===== src/rtl/alu_pkg.sv =====
// Shared encodings for the bit-serial ALU controller:
// operations, FSM states and 1-bit slice control words.
package alu_pkg;

  typedef enum logic [1:0] {
    OP_ADD = 2'b00,
    OP_SUB = 2'b01,
    OP_XOR = 2'b10,
    OP_SLT = 2'b11
  } op_e;

  typedef enum logic [1:0] {
    IDLE = 2'b00,
    RUN  = 2'b01,
    FIN  = 2'b10
  } state_e;

  localparam logic [2:0] CTRL_ADD = 3'b000;
  localparam logic [2:0] CTRL_SUB = 3'b001;
  localparam logic [2:0] CTRL_XOR = 3'b100;

  function automatic logic [2:0] slice_ctrl(
    input op_e o
  );
    logic [2:0] c;
    c = CTRL_ADD;
    unique case (1'b1)
      (o == OP_XOR): c = CTRL_XOR;
      (o == OP_SUB),
      (o == OP_SLT): c = CTRL_SUB;
      default:       c = CTRL_ADD;
    endcase
    return c;
  endfunction

endpackage


===== src/rtl/alu_slice_1bit.sv =====
// One-bit ALU slice: add, subtract (B inverted) or xor.
// Carry-out is held low in xor mode.
module alu_slice_1bit
  import alu_pkg::*;
(
  output logic       out,
  output logic       cout,
  input  logic       a,
  input  logic       b,
  input  logic       cin,
  input  logic [2:0] cntrl
);

  logic bx;

  assign bx = b ^ cntrl[0];

  always_comb begin
    out  = 1'b0;
    cout = 1'b0;
    case (cntrl)
      CTRL_XOR: out = a ^ b;
      CTRL_ADD,
      CTRL_SUB: begin
        out  = a ^ bx ^ cin;
        cout = (a & bx) | (a & cin) |
               (bx & cin);
      end
      default: begin
        out  = 1'b0;
        cout = 1'b0;
      end
    endcase
  end

endmodule


===== src/rtl/serial_alu_ctrl.sv =====
// Bit-serial ALU controller: one bit per cycle, LSB first,
// through a single 1-bit slice; result and flags land at RUN->FIN.
module serial_alu_ctrl
  import alu_pkg::*;
#(
  parameter int WIDTH = 32
) (
  input  logic             clk,
  input  logic             rst_n,
  input  logic             start,
  input  logic [1:0]       op,
  input  logic [WIDTH-1:0] a,
  input  logic [WIDTH-1:0] b,
  input  logic             abort,
  output logic             busy,
  output logic             done,
  output logic [WIDTH-1:0] result,
  output logic             cout,
  output logic             ovf,
  output logic             zero
);

  localparam int CW = $clog2(WIDTH);
  localparam logic [CW-1:0] LAST = CW'(WIDTH - 1);

  state_e           state_q, state_d;
  op_e              op_q, op_d;
  logic [CW-1:0]    cnt_q, cnt_d;
  logic             carry_q, carry_d;
  logic [WIDTH-1:0] a_q, a_d;
  logic [WIDTH-1:0] b_q, b_d;
  logic [WIDTH-1:0] sres_q, sres_d;
  logic [WIDTH-1:0] result_q, result_d;
  logic             cout_q, cout_d;
  logic             ovf_q, ovf_d;
  logic             zero_q, zero_d;

  logic             s_out;
  logic             s_cout;
  logic [2:0]       s_ctrl;
  logic [WIDTH-1:0] sres_sh;
  logic [WIDTH-1:0] res_w;
  logic             is_xor;
  logic             ovf_w;

  assign s_ctrl  = slice_ctrl(op_q);
  assign is_xor  = (op_q == OP_XOR);
  assign sres_sh = {s_out, sres_q[WIDTH-1:1]};
  // on the last bit, carry_q is the carry into the MSB
  assign ovf_w   = carry_q ^ s_cout;

  alu_slice_1bit u_slice (
    .out   (s_out),
    .cout  (s_cout),
    .a     (a_q[0]),
    .b     (b_q[0]),
    .cin   (carry_q),
    .cntrl (s_ctrl)
  );

  always_comb begin
    res_w = sres_sh;
    if (op_q == OP_SLT) begin
      res_w    = '0;
      res_w[0] = s_out ^ ovf_w;
    end
  end

  always_comb begin
    state_d  = state_q;
    op_d     = op_q;
    cnt_d    = cnt_q;
    carry_d  = carry_q;
    a_d      = a_q;
    b_d      = b_q;
    sres_d   = sres_q;
    result_d = result_q;
    cout_d   = cout_q;
    ovf_d    = ovf_q;
    zero_d   = zero_q;
    case (state_q)
      IDLE: begin
        if (start) begin
          state_d = RUN;
          op_d    = op_e'(op);
          a_d     = a;
          b_d     = b;
          cnt_d   = '0;
          carry_d = op[0];
          sres_d  = '0;
        end
      end
      RUN: begin
        if (abort) begin
          state_d = IDLE;
        end else begin
          a_d     = {1'b0, a_q[WIDTH-1:1]};
          b_d     = {1'b0, b_q[WIDTH-1:1]};
          sres_d  = sres_sh;
          carry_d = s_cout;
          cnt_d   = cnt_q + CW'(1);
          if (cnt_q == LAST) begin
            state_d  = FIN;
            result_d = res_w;
            cout_d   = is_xor ? 1'b0 : s_cout;
            ovf_d    = is_xor ? 1'b0 : ovf_w;
            zero_d   = (res_w == '0);
          end
        end
      end
      FIN:     state_d = IDLE;
      default: state_d = IDLE;
    endcase
  end

  always_ff @(posedge clk or negedge rst_n) begin
    if (!rst_n) begin
      state_q  <= IDLE;
      op_q     <= OP_ADD;
      cnt_q    <= '0;
      carry_q  <= 1'b0;
      a_q      <= '0;
      b_q      <= '0;
      sres_q   <= '0;
      result_q <= '0;
      cout_q   <= 1'b0;
      ovf_q    <= 1'b0;
      zero_q   <= 1'b1;
    end else begin
      state_q  <= state_d;
      op_q     <= op_d;
      cnt_q    <= cnt_d;
      carry_q  <= carry_d;
      a_q      <= a_d;
      b_q      <= b_d;
      sres_q   <= sres_d;
      result_q <= result_d;
      cout_q   <= cout_d;
      ovf_q    <= ovf_d;
      zero_q   <= zero_d;
    end
  end

  assign busy   = (state_q != IDLE);
  assign done   = (state_q == FIN);
  assign result = result_q;
  assign cout   = cout_q;
  assign ovf    = ovf_q;
  assign zero   = zero_q;

endmodule


===== config.mk =====
export PLATFORM = sky130hd
export DESIGN_NAME = serial_alu_ctrl
export DESIGN_NICKNAME = d
export VERILOG_FILES = /design/src/rtl/alu_pkg.sv /design/src/rtl/alu_slice_1bit.sv /design/src/rtl/serial_alu_ctrl.sv
export SDC_FILE = /design/constraint.sdc
export NUM_CORES = 1
export LEC_CHECK = 0
export ABC_AREA = 1
export BUFFER_PORTS_ARGS = -buffer_cell sky130_fd_sc_hd__buf_2
export CAP_MARGIN = 20
export CORE_MARGIN = 4
export CORE_UTILIZATION = 31
export DETAILED_ROUTE_END_ITERATION = 8
export GPL_TIMING_DRIVEN = 0
export PLACE_DENSITY = 0.55
export SLEW_MARGIN = 20
export SYNTH_ARGS = -nofsm -noshare
export SYNTH_HDL_FRONTEND = slang
export SYNTH_HIERARCHICAL = 1
export SYNTH_SLANG_ARGS = --single-unit

===== constraint.sdc =====
create_clock -name clk -period 4.8 [get_ports clk]
set_input_delay 0.96 -clock clk [delete_from_list [all_inputs] [get_ports clk]]
set_output_delay 0.96 -clock clk [all_outputs]
set_load 0.02 [all_outputs]

==> results of run 1 <==
[worst register-to-register path: cells and delay by family, from the launching register on]
kind	cells	cell delay [ns]
and+or+nand+nor	5	0.43
DFF	1	0.41
AOI/OAI and AO/OA	1	0.08
buffers and inverters	3	0.71
adders and majority gates	2	0.42
[power breakdown]
group | internal (mW) | leakage, nW | switching (mW)
clock network | 0.860 | 0.300 | 0.510
registers | 1.37 | 1.82 | 0.0644
logic | 0.287 | 1.74 | 0.462
total | 2.52 | 3.86 | 1.04
[synth_stat cells]
library cell / instances
buf_12: 3
dfstp_2: 1
ha_1: 2
nor2_8: 1
o22ai_1: 29
o211ai_1: 44
o21ai_0: 29
o31ai_1: 30
inv_2: 2
fa_1: 1
buf_4: 2
nor2_1: 16
buf_8: 4
a21oi_2: 1
nand4_1: 1
o21ai_2: 6
nor2_4: 1
conb_1: 1
clkbuf_2: 1
buf_6: 10
nand2_2: 3
clkbuf_4: 1
dfrtp_1: 139
nor3_1: 2
nor3b_1: 1
nor2_2: 2
o21a_1: 1
nand3_1: 5
buf_1: 1
xor2_1: 1
nand2_1: 139
buf_2: 11
o211ai_2: 15
a22o_1: 1
inv_4: 2
inv_1: 105
o21ai_1: 53
a31oi_1: 3
clkbuf_1: 13
[registers in the layout, summed over array words and instances, names as in the netlist]
signal	flops
carry_q	1
state_q	2
result	32
cout	1
zero	1
op_q	2
b_q	32
sres_q	31
a_q	32
cnt_q	5
ovf	1
[layer usage]
layer,up-vias,routed length (um)
met1,2360,7590
met5,-,48
met4,8,157
li1,2541,-
met2,115,7000
met3,18,969
[how the worst max path moves through the flow]
stage          depth (start not counted)         end       start
6_report                               3        done  state_q[1]
5_1_grt                               11  result[22]    cnt_q[0]
4_1_cts                                3        busy  state_q[1]
3_5_place_dp                           7  result[17]       abort
3_3_place_gp                           1     b_q[12]       rst_n
2_1_floorplan                          8     a_q[10]       start
[metrics by stage]
stage | setup slack [ns] | hold WS [ns] | cell area [um2] | instances | power, mW
floorplan | 2.96 | 0.453 | 6480 | 685 | 2.00
finish | 2.59 | 0.469 | 8000 | 1095 | 3.55
CTS | 2.59 | 0.469 | 8000 | 1094 | 3.60
detailed placement | 2.53 | 0.459 | 7380 | 1062 | 2.22
global placement | 0.643 | 0.457 | 7340 | 1061 | 2.20
global route | 2.44 | 0.488 | 8000 | 1095 | 3.77
[kinds of logic after synthesis]
group,count (synthesis)
AND/OR/NAND/NOR,171
buffers and inverters,155
other,1
XOR/XNOR,1
flip-flops,140
AO/OA/AOI/OAI,212
adder cells (fa/ha/maj),3
[final cells by class]
class                           instances  area (um2)  area share, %
Buffer                                 46         368           4.60
Antenna cell                            1        2.50         0.0313
Sequential cell                       140        3500           43.8
Multi-Input combinational cell        390        2190           27.4
Clock inverter                         10         139           1.74
Timing Repair Buffer                  107         568           7.10
Inverter                              109         414           5.18
Tap cell                              270         338           4.22
Clock buffer                           22         474           5.93
[placed cells by master (no fill, tap or decap), drive strengths merged, types with 3 or more instances in the layout]
master and n:
a31oi 3, buf 138, bufinv 3, clkbuf 37
clkinv 5, conb 3, dfrtp 139, inv 110
nand2 142, nand3 5, nor2 20, o211ai 59
o21ai 88, o22ai 29, o31ai 30
==> out/metrics.cfg, run 1 <==
[logic_synthesis]
yosysSeqAreaShare_pct=54.2
synth_area_um2=6470
ys_types=39
synth-adder-area-share_pct=0.696
ys_top_cells_by_area=dfrtp_1 (54%), nand2_1 (8.1%), inv_1 (6.1%)
synth_top_area_cell=dfrtp_1
postSynthCellCount=683
synthMuxAreaShare_pct=0
yosys.area_share.xor_xnor_pct=0.135
synth-simple-area-share_pct=10.7
synth.avg_cell_area_um2=9.47
synth-seq-cells=140
synth_top_family_by_area=compound AO/OA/AOI/OAI gates
yosysTopAreaCellShare_pct=53.8
yosysWarnings=6
synth_compound_gate_area_share_pct=22.1

[finish]
drive_gt1_share_pct=24.6
final_util_pct=39.3
fillers=2037
nets=884
area_delta_synth_final_pct=23.6

[critical_path]
cp_slowest_cell=dfrtp_1
worst-path-buf-inv=2
crit_family=flip-flops
r2r_slack_ns=2.65
cp.required_ns=3.84
path_class=flop to output pin
cp_max_fo=3
endpoint_kind=output pin
path_cells=inv_2, nor2_1, buf_2
slowest_delay_ns=0.40
worstPathArrival_ns=1.25
start_kind=flop
r2r_end=result[17]
reg2reg_depth=11
reg2reg_from=cnt_q[0]

[timing]
finalCritPeriodShare_pct=46.1
fin_crit_ns=2.21
slew_viol_final=0
fmax_mhz=452
slew_headroom_pct=65.6
hold_violations=0
finalSetupViolCount=0
worst_slew_pin_slew_ns=0.516
fin_worst_skew_ns=0.00898
setup_tns_ns=0
rsz0062_at_grt=no

[drt]
drt_wl_total_mm=15.8
drt-initial-drc-count=207
viasPerCell=4.60
ant_nets=0
vias=5042
dr.pass1.iters=5
drc_errors=0
wl_per_cell_um=14.4

[grt]
grt-ovfl-total=0
grt_usage_pct=13.8
grt-busiest-layer=met2
met1_usage_pct=19.3
grt_use_met3_pct=4.46
grt_pass1_wl_mm=26.1
grt_pass1_vias=5050
grt_max_degree=82
antenna_found_initial=5
grtUsageMet2_pct=20.6

[run]
maxCapViolCount=0

[clocking]
cts_sinks=140
clock_latency_ns=0.42
cts_resized=0
ctsHtreeMaxLevel=4
tritoncts=yes
numCtsBuffers=17
clockBufferDepth=2
cts_hold_buf=0
cts_root_buffer=clkbuf_16
clkTransAtPathRegs_ns=0.06
cts_setup_buffers=0

[placement]
port_buffers=106
hpwl_mm=11.2
gp_congestion=0.749

[floorplan]
io_pins=107
die_h_um=152
initial_utilization_pct=31.8
core-area_um2=20400
dieArea_um2=23200
die_w_um=152
num_rows=52

[pwr]
leakagePower_nw=3.86
vdd_drop_max_mv=0.266
p_per_area_nw_per_um2=444

[worst_hold_path]
hold_path_class=input pin to asynchronous set/reset pin

[status]
status=finished, final reports clean

Note: power is estimated with default switching activity, not from simulation.
==> run 2, diff against run 1 <==
--- a/config.mk
+++ b/config.mk
@@ -5,7 +5,7 @@
 export SDC_FILE = /design/constraint.sdc
 export NUM_CORES = 1
 export LEC_CHECK = 0
-export ABC_AREA = 1
+export ABC_AREA = 0
 export BUFFER_PORTS_ARGS = -buffer_cell sky130_fd_sc_hd__buf_2
 export CAP_MARGIN = 20
 export CORE_MARGIN = 4
==> constraint.sdc (replaced) <==
create_clock -name clk -period 2.3 [get_ports clk]
set_input_delay 0.46 -clock clk [delete_from_list [all_inputs] [get_ports clk]]
set_output_delay 0.46 -clock clk [all_outputs]
set_load 0.02 [all_outputs]
==> out/metrics.cfg, run 2 <==
[drt]
drc_errors=0  ; unchanged
dr.pass1.iters=4  ; was 5
viasPerCell=4.71  ; was 4.60
vias=4527  ; was 5,042
drt_wl_total_mm=14.5  ; was 15.8 mm
wl_per_cell_um=15.1  ; was 14.4 um
ant_nets=0  ; unchanged
drt-initial-drc-count=199  ; was 207

[placement]
hpwl_mm=10.4  ; was 11.2 mm
gp_congestion=0.777  ; was 0.749
dp_cells=928  ; was 1,062
place_area_um2=6910  ; was 7380 um2
port_buffers=106  ; unchanged
post-place-ws_ns=0.0661  ; was 2.53 ns

[clocking]
clockBufferDepth=2  ; unchanged
numCtsBuffers=17  ; unchanged
clkTransAtPathRegs_ns=0.06  ; about the same
clock_latency_ns=0.41  ; was 0.42 ns
tritoncts=yes  ; unchanged
cts_setup_buffers=0  ; unchanged
cts_sinks=140  ; unchanged
ctsHtreeMaxLevel=4  ; unchanged
cts_root_buffer=clkbuf_16  ; unchanged

[critical_path]
crit_family=compound AO/OA/AOI/OAI gates  ; was flip-flops
cp_slowest_cell=dfrtp_1  ; unchanged
path_cells=xor2_1, fa_1, a32o_1, nor4_2, nand4_1, o31ai_2  ; was inv_2, nor2_1, buf_2
start_kind=flop  ; unchanged
cp_max_fo=5  ; was 3
reg2reg_depth=6  ; was 11
endpoint_kind=flop  ; was output pin
worst-path-buf-inv=0  ; was 2
path_class=flop to flop  ; was flop to output pin
cp.required_ns=2.63  ; was 3.84 ns
cp.depth=6  ; was 3
worstPathArrival_ns=2.50  ; was 1.25 ns
slowest_delay_ns=0.43  ; was 0.40 ns

[floorplan]
num_rows=50  ; was 52
die_w_um=147  ; was 152 um
io_pins=107  ; unchanged
dieArea_um2=21700  ; was 23,200 um2
initial_utilization_pct=31.8  ; about the same
core-area_um2=18900  ; was 20,400 um2
die_h_um=147  ; was 152 um

[grt]
grt_pass1_wl_mm=24.2  ; was 26.1 mm
grt_pass1_vias=4823  ; was 5,050
grt_use_met3_pct=4.78  ; was 4.46%
grtUsageMet2_pct=22.3  ; was 20.6%
antenna_found_initial=4  ; was 5
grt-busiest-layer=met2  ; unchanged
grt-ovfl-total=0  ; unchanged
grt_max_degree=103  ; was 82
met1_usage_pct=17.6  ; was 19.3%
grt_usage_pct=13.8  ; about the same

[logic_synthesis]
yosysTopAreaCellShare_pct=57.8  ; was 53.8%
synth_edf_count=0  ; unchanged
synth_common_cells=dfrtp_1 (139), nand2_1 (135), o21ai_1 (65)  ; was dfrtp_1 (139), nand2_1 (139), inv_1 (105)
synth_area_um2=6010  ; was 6470 um2
synth.avg_cell_area_um2=10.7  ; was 9.47 um2
yosys_most_used_dff=dfrtp_1  ; unchanged
synth-seq-cells=140  ; unchanged
synth_top_area_cell=dfrtp_1  ; unchanged
ys_types=38  ; was 39
yosysSeqAreaShare_pct=58.3  ; was 54.2%
yosysWarnings=6  ; unchanged
synth_most_common_cell=dfrtp_1
async_reset_ff_share_pct=100  ; unchanged
postSynthCellCount=560  ; was 683
ys_top_cells_by_area=dfrtp_1 (58%), mux2i_1 (10%), nand2_1 (8.4%)  ; was dfrtp_1 (54%), nand2_1 (8.1%), inv_1 (6.1%)

[timing]
finalCritPeriodShare_pct=94.5
worst_slew_pin_slew_ns=0.543  ; was 0.516 ns
rsz0062_at_grt=no  ; unchanged
fin_crit_ns=2.17
slew_headroom_pct=63.8  ; was 65.6%
finalSetupViolCount=0  ; unchanged
hold_violations=0  ; unchanged
slew_viol_final=0  ; unchanged
fmax_mhz=460
fin_worst_skew_ns=0.00768  ; was 0.00898 ns
worst_slack_ns=0.127  ; was 2.59 ns

[finish]
nets=760  ; was 884
finalInstanceArea_um2=7520  ; was 8000 um2
final_util_pct=39.8  ; was 39.3%
final_cell_mix=dfrtp_1 (139), nand2_1 (135), buf_2 (115)  ; was nand2_1 (139), dfrtp_1 (139), buf_2 (116)
drive_gt1_share_pct=23.4  ; was 24.6%
final_common_cell=dfrtp_1
layoutNonFillerInstCount=961  ; was 1,095
area_delta_synth_final_pct=25.0  ; was 23.6%

[pwr]
leakagePower_nw=3.62  ; was 3.86 nW
vdd_drop_max_mv=0.673  ; was 0.266 mV
finalPower_mw=7.07  ; was 3.55 mW
p_per_area_nw_per_um2=941  ; was 444 nW/um2

[worst_hold_path]
hold_path_class=input pin to flop  ; was input pin to asynchronous set/reset pin
hold_depth=2

[status]
status=finished, final reports clean  ; unchanged

[run]
maxCapViolCount=0  ; unchanged

-- run 2: cell count changes after synthesis, sizes merged, moves of 7 or more --
cell    delta
clkbuf    +10
nand2      -7
o211ai    -59
buf       -17
mux2i     +63
nor2      -14
o22ai     -29
o31ai     -27
a22o      +32
o21ai     +10
nor4       +8
inv      -107
-- run 2: timing repair --
| item | in CTS | in global routing |
|---|---|---|
| hold endpoints to repair | 38 | 0 |
| resized for setup | 0 | 2 |
| setup endpoints to repair | 0 | 1 |
| hold buffers | 1 | 0 |
-- run 2: worst paths after layout --
path | start | endpoint | slack (ns)
worst max-delay path | op_q[0] | zero | 0.13
worst min register to register | result[13] | result[13] | 0.47
worst min-delay path | b[31] | b_q[31] | 0.28
min in group asynchronous | rst_n | result[6] | 0.52
max in group asynchronous | rst_n | zero | 0.96
worst max register to register | op_q[0] | zero | 0.13
-- run 2: power by group --
group          total, mW  switching (mW)  internal (mW)
registers           3.12           0.253           2.86
logic               1.23           0.695          0.537
clock network       2.73            1.03           1.70
-- run 2: final cells by class --
type | instances | area, um2
multi-input cells | 380 | 2330
inverters | 2 | 7.51
well taps | 260 | 325
plain buffers | 38 | 181
flip-flops and latches | 140 | 3500
clock buffers | 20 | 437
diodes | 1 | 2.50
fillers | 1899 | 11400
clock inverters | 12 | 149
repair buffers | 108 | 578
-- run 2: worst reg2reg max path, delay by kind of cell, from the launching register on --
kind	cells	cell delay (ns)
AOI/OAI and AO/OA	2	0.55
and+or+nand+nor	2	0.49
xor gates and xnor gates	1	0.20
adders and majority gates	1	0.43
DFF	1	0.43
-- run 2: cells by family after synthesis --
group / count (synthesis) / share of synthesized area (%)
AND/OR/NAND/NOR: 166 / 12.0
adder cells (fa/ha/maj): 3 / 0.749
XOR/XNOR: 5 / 0.957
other: 1 / 0.0623
AO/OA/AOI/OAI: 139 / 13.9
buffers and inverters: 41 / 3.20
flip-flops: 140 / 58.3
multiplexers: 65 / 10.9
-- run 2: per-stage QoR --
step | TNS, ns | hold WS, ns
finish | 0 | 0.278
floorplan | 0 | 0.164
global route | 0 | 0.271
global placement | -152.41 | 0.457
CTS | 0 | 0.260
detailed placement | 0 | 0.354
-- run 2: per-layer routing --
layer	share of wire, %	vias to the layer above	wire (um)
met5	0.19	-	28
met4	1.6	6	226
met3	6.2	24	902
met2	47	117	6780
met1	45	2180	6590
li1	-	2200	-
==> run 3, diff against run 2 <==
--- a/config.mk
+++ b/config.mk
@@ -10,6 +10,7 @@
 export CAP_MARGIN = 20
 export CORE_MARGIN = 4
 export CORE_UTILIZATION = 31
+export CTS_BUF_LIST = sky130_fd_sc_hd__clkbuf_4
 export DETAILED_ROUTE_END_ITERATION = 8
 export GPL_TIMING_DRIVEN = 0
 export PLACE_DENSITY = 0.55
==> out/metrics.cfg, run 3 (synthesized netlist as in run 2, its figures left out) <==
[status]
status=finished, final reports clean  ; unchanged

[critical_path]
reg2reg_from=op_q[0]  ; unchanged
cp.required_ns=2.76  ; was 2.63 ns
path_cells=xor2_1, fa_1, a32o_1, nor4_2, nand4_1, o31ai_2  ; unchanged
path_class=flop to flop  ; unchanged
cp_max_fo=5  ; unchanged
slowest_delay_ns=0.44  ; was 0.43 ns
startpoint=op_q[0]  ; unchanged
cp_slowest_cell=dfrtp_1  ; unchanged
worstPathArrival_ns=2.62  ; was 2.50 ns
endpoint_kind=flop  ; unchanged
start_kind=flop  ; unchanged

[floorplan]
io_pins=107  ; unchanged
dieArea_um2=21700  ; unchanged
die_w_um=147  ; unchanged
initial_utilization_pct=31.8  ; unchanged
core-area_um2=18900  ; unchanged
num_rows=50  ; unchanged
die_h_um=147  ; unchanged

[drt]
wl_met1_mm=6.44  ; was 6.59 mm
ant_nets=0  ; unchanged
viasPerCell=4.70  ; was 4.71
dr_wl_met3_um=958  ; was 902 um
drc_errors=0  ; unchanged
drt_wl_total_mm=14.4  ; was 14.5 mm
vias=4525  ; was 4,527
highest_layer=met5  ; unchanged
dr.pass1.iters=4  ; unchanged
wl_met2_mm=6.77  ; was 6.78 mm
drt-initial-drc-count=182  ; was 199
wl_per_cell_um=14.9  ; was 15.1 um

[finish]
nets=761  ; was 760
final_cell_mix=dfrtp_1 (139), nand2_1 (135), buf_2 (115)  ; unchanged
fillers=1945  ; was 1,899
final_common_cell=dfrtp_1  ; unchanged
layoutNonFillerInstCount=962  ; was 961
drive_gt1_share_pct=24.0  ; was 23.4%
area_delta_synth_final_pct=20.3  ; was 25.0%
finalInstanceArea_um2=7240  ; was 7520 um2

[grt]
grt-ovfl-total=0  ; unchanged
grt_pass1_vias=4816  ; was 4,823
grt_pass1_wl_mm=24.0  ; was 24.2 mm
grt_usage_pct=13.8  ; about the same
antenna_found_initial=4  ; unchanged
grt_max_degree=103  ; unchanged

[timing]
worst_slew_pin_slew_ns=0.525  ; was 0.543 ns
finalSetupViolCount=0  ; unchanged
fin_crit_ns=2.16  ; was 2.17 ns
fmax_mhz=463  ; was 460 MHz
rsz0062_at_grt=no  ; unchanged
hold_violations=0  ; unchanged
slew_viol_final=0  ; unchanged
fin_worst_skew_ns=0.0168  ; was 0.00768 ns
finalCritPeriodShare_pct=93.9  ; was 94.5%
slew_headroom_pct=65.0  ; was 63.8%

[worst_hold_path]
hold_path_class=input pin to flop  ; unchanged
min_from=b[31]  ; unchanged

[clocking]
cts_root_buffer=clkbuf_4  ; was clkbuf_16
numCtsBuffers=17  ; unchanged
ctsHtreeMaxLevel=4  ; unchanged
cts_sinks=140  ; unchanged
clock_latency_ns=0.54  ; was 0.41 ns
clkTransAtPathRegs_ns=0.12  ; was 0.06 ns
clockBufferDepth=2  ; unchanged
tritoncts=yes  ; unchanged

[placement]
gp_congestion=0.777  ; unchanged
place_area_um2=6910  ; unchanged
hpwl_mm=10.4  ; unchanged
dp_cells=928  ; unchanged
port_buffers=106  ; unchanged

[pwr]
leakagePower_nw=3.50  ; was 3.62 nW
p_per_area_nw_per_um2=831  ; was 941 nW/um2
vdd_drop_max_mv=0.497  ; was 0.673 mV

[run]
maxCapViolCount=0  ; unchanged

-- run 3: changes by cell type in the layout (fill, tap and decap cells not counted) --
cell / delta
clkbuf_16: -17
clkbuf_4: +20
buf_4: +1
clkbuf_1: -3
-- run 3: final timing paths --
check / endpoint / slack, ns / depth (start not counted)
setup / recovery: zero / 0.14 / 6
hold / removal: b_q[31] / 0.15 / 2
setup reg to reg: zero / 0.14 / 6
hold reg to reg: result[13] / 0.48 / 2
max in group asynchronous: b_q[20] / 1.12 / 3
min in group asynchronous: result[15] / 0.38 / 2
-- run 3: routing by layer --
layer  GRT usage, %  vias to the layer above
met5              0                        -
met4           4.01                        6
met3           5.06                       19
met2           22.0                      125
met1           17.8                     2167
li1               -                     2208
-- run 3: critical path: cells and delay by family (launching register included) --
family / cells / cell delay (ns)
adder cells (fa/ha/maj): 1 / 0.43
AND/OR/NAND/NOR: 2 / 0.47
AO/OA/AOI/OAI: 2 / 0.55
flip-flops: 1 / 0.44
XOR/XNOR: 1 / 0.20
-- run 3: report_power, final --
part	total (mW)	internal, mW	switching, mW
Sequential	3.11	2.85	0.252
Clock	1.67	0.782	0.889
Combinational	1.23	0.542	0.693
-- run 3: final cells by class --
type                    count  area [um2]  share of cell area (%)
multi-input cells         380        2330                    32.2
repair buffers            109         586                    8.09
well taps                 260         325                    4.49
plain buffers              38         181                    2.51
clock inverters            12         149                    2.06
diodes                      1        2.50                  0.0346
clock buffers              20         150                    2.07
inverters                   2        7.51                   0.104
flip-flops and latches    140        3500                    48.4
-- run 3: repair_timing --
item	CTS	global route
hold buffers	1	0
endpoints found under the setup margin	0	2
hold endpoints to repair	38	0
resized for setup	0	2
buffers inserted	0	1
-- run 3: stage by stage --
stage               setup TNS [ns]  total power [mW]  worst slack [ns]  util [%]  hold slack (ns)
detailed placement               0              4.39            0.0661      36.6            0.354
global placement           -152.41              4.32             -1.11      36.4            0.457
CTS                              0              6.09            0.0423      38.2            0.104
finish                           0              6.01             0.140      38.3            0.150
floorplan                        0              3.98             0.287         -            0.164
global route                     0              6.43            0.0541      38.3            0.104
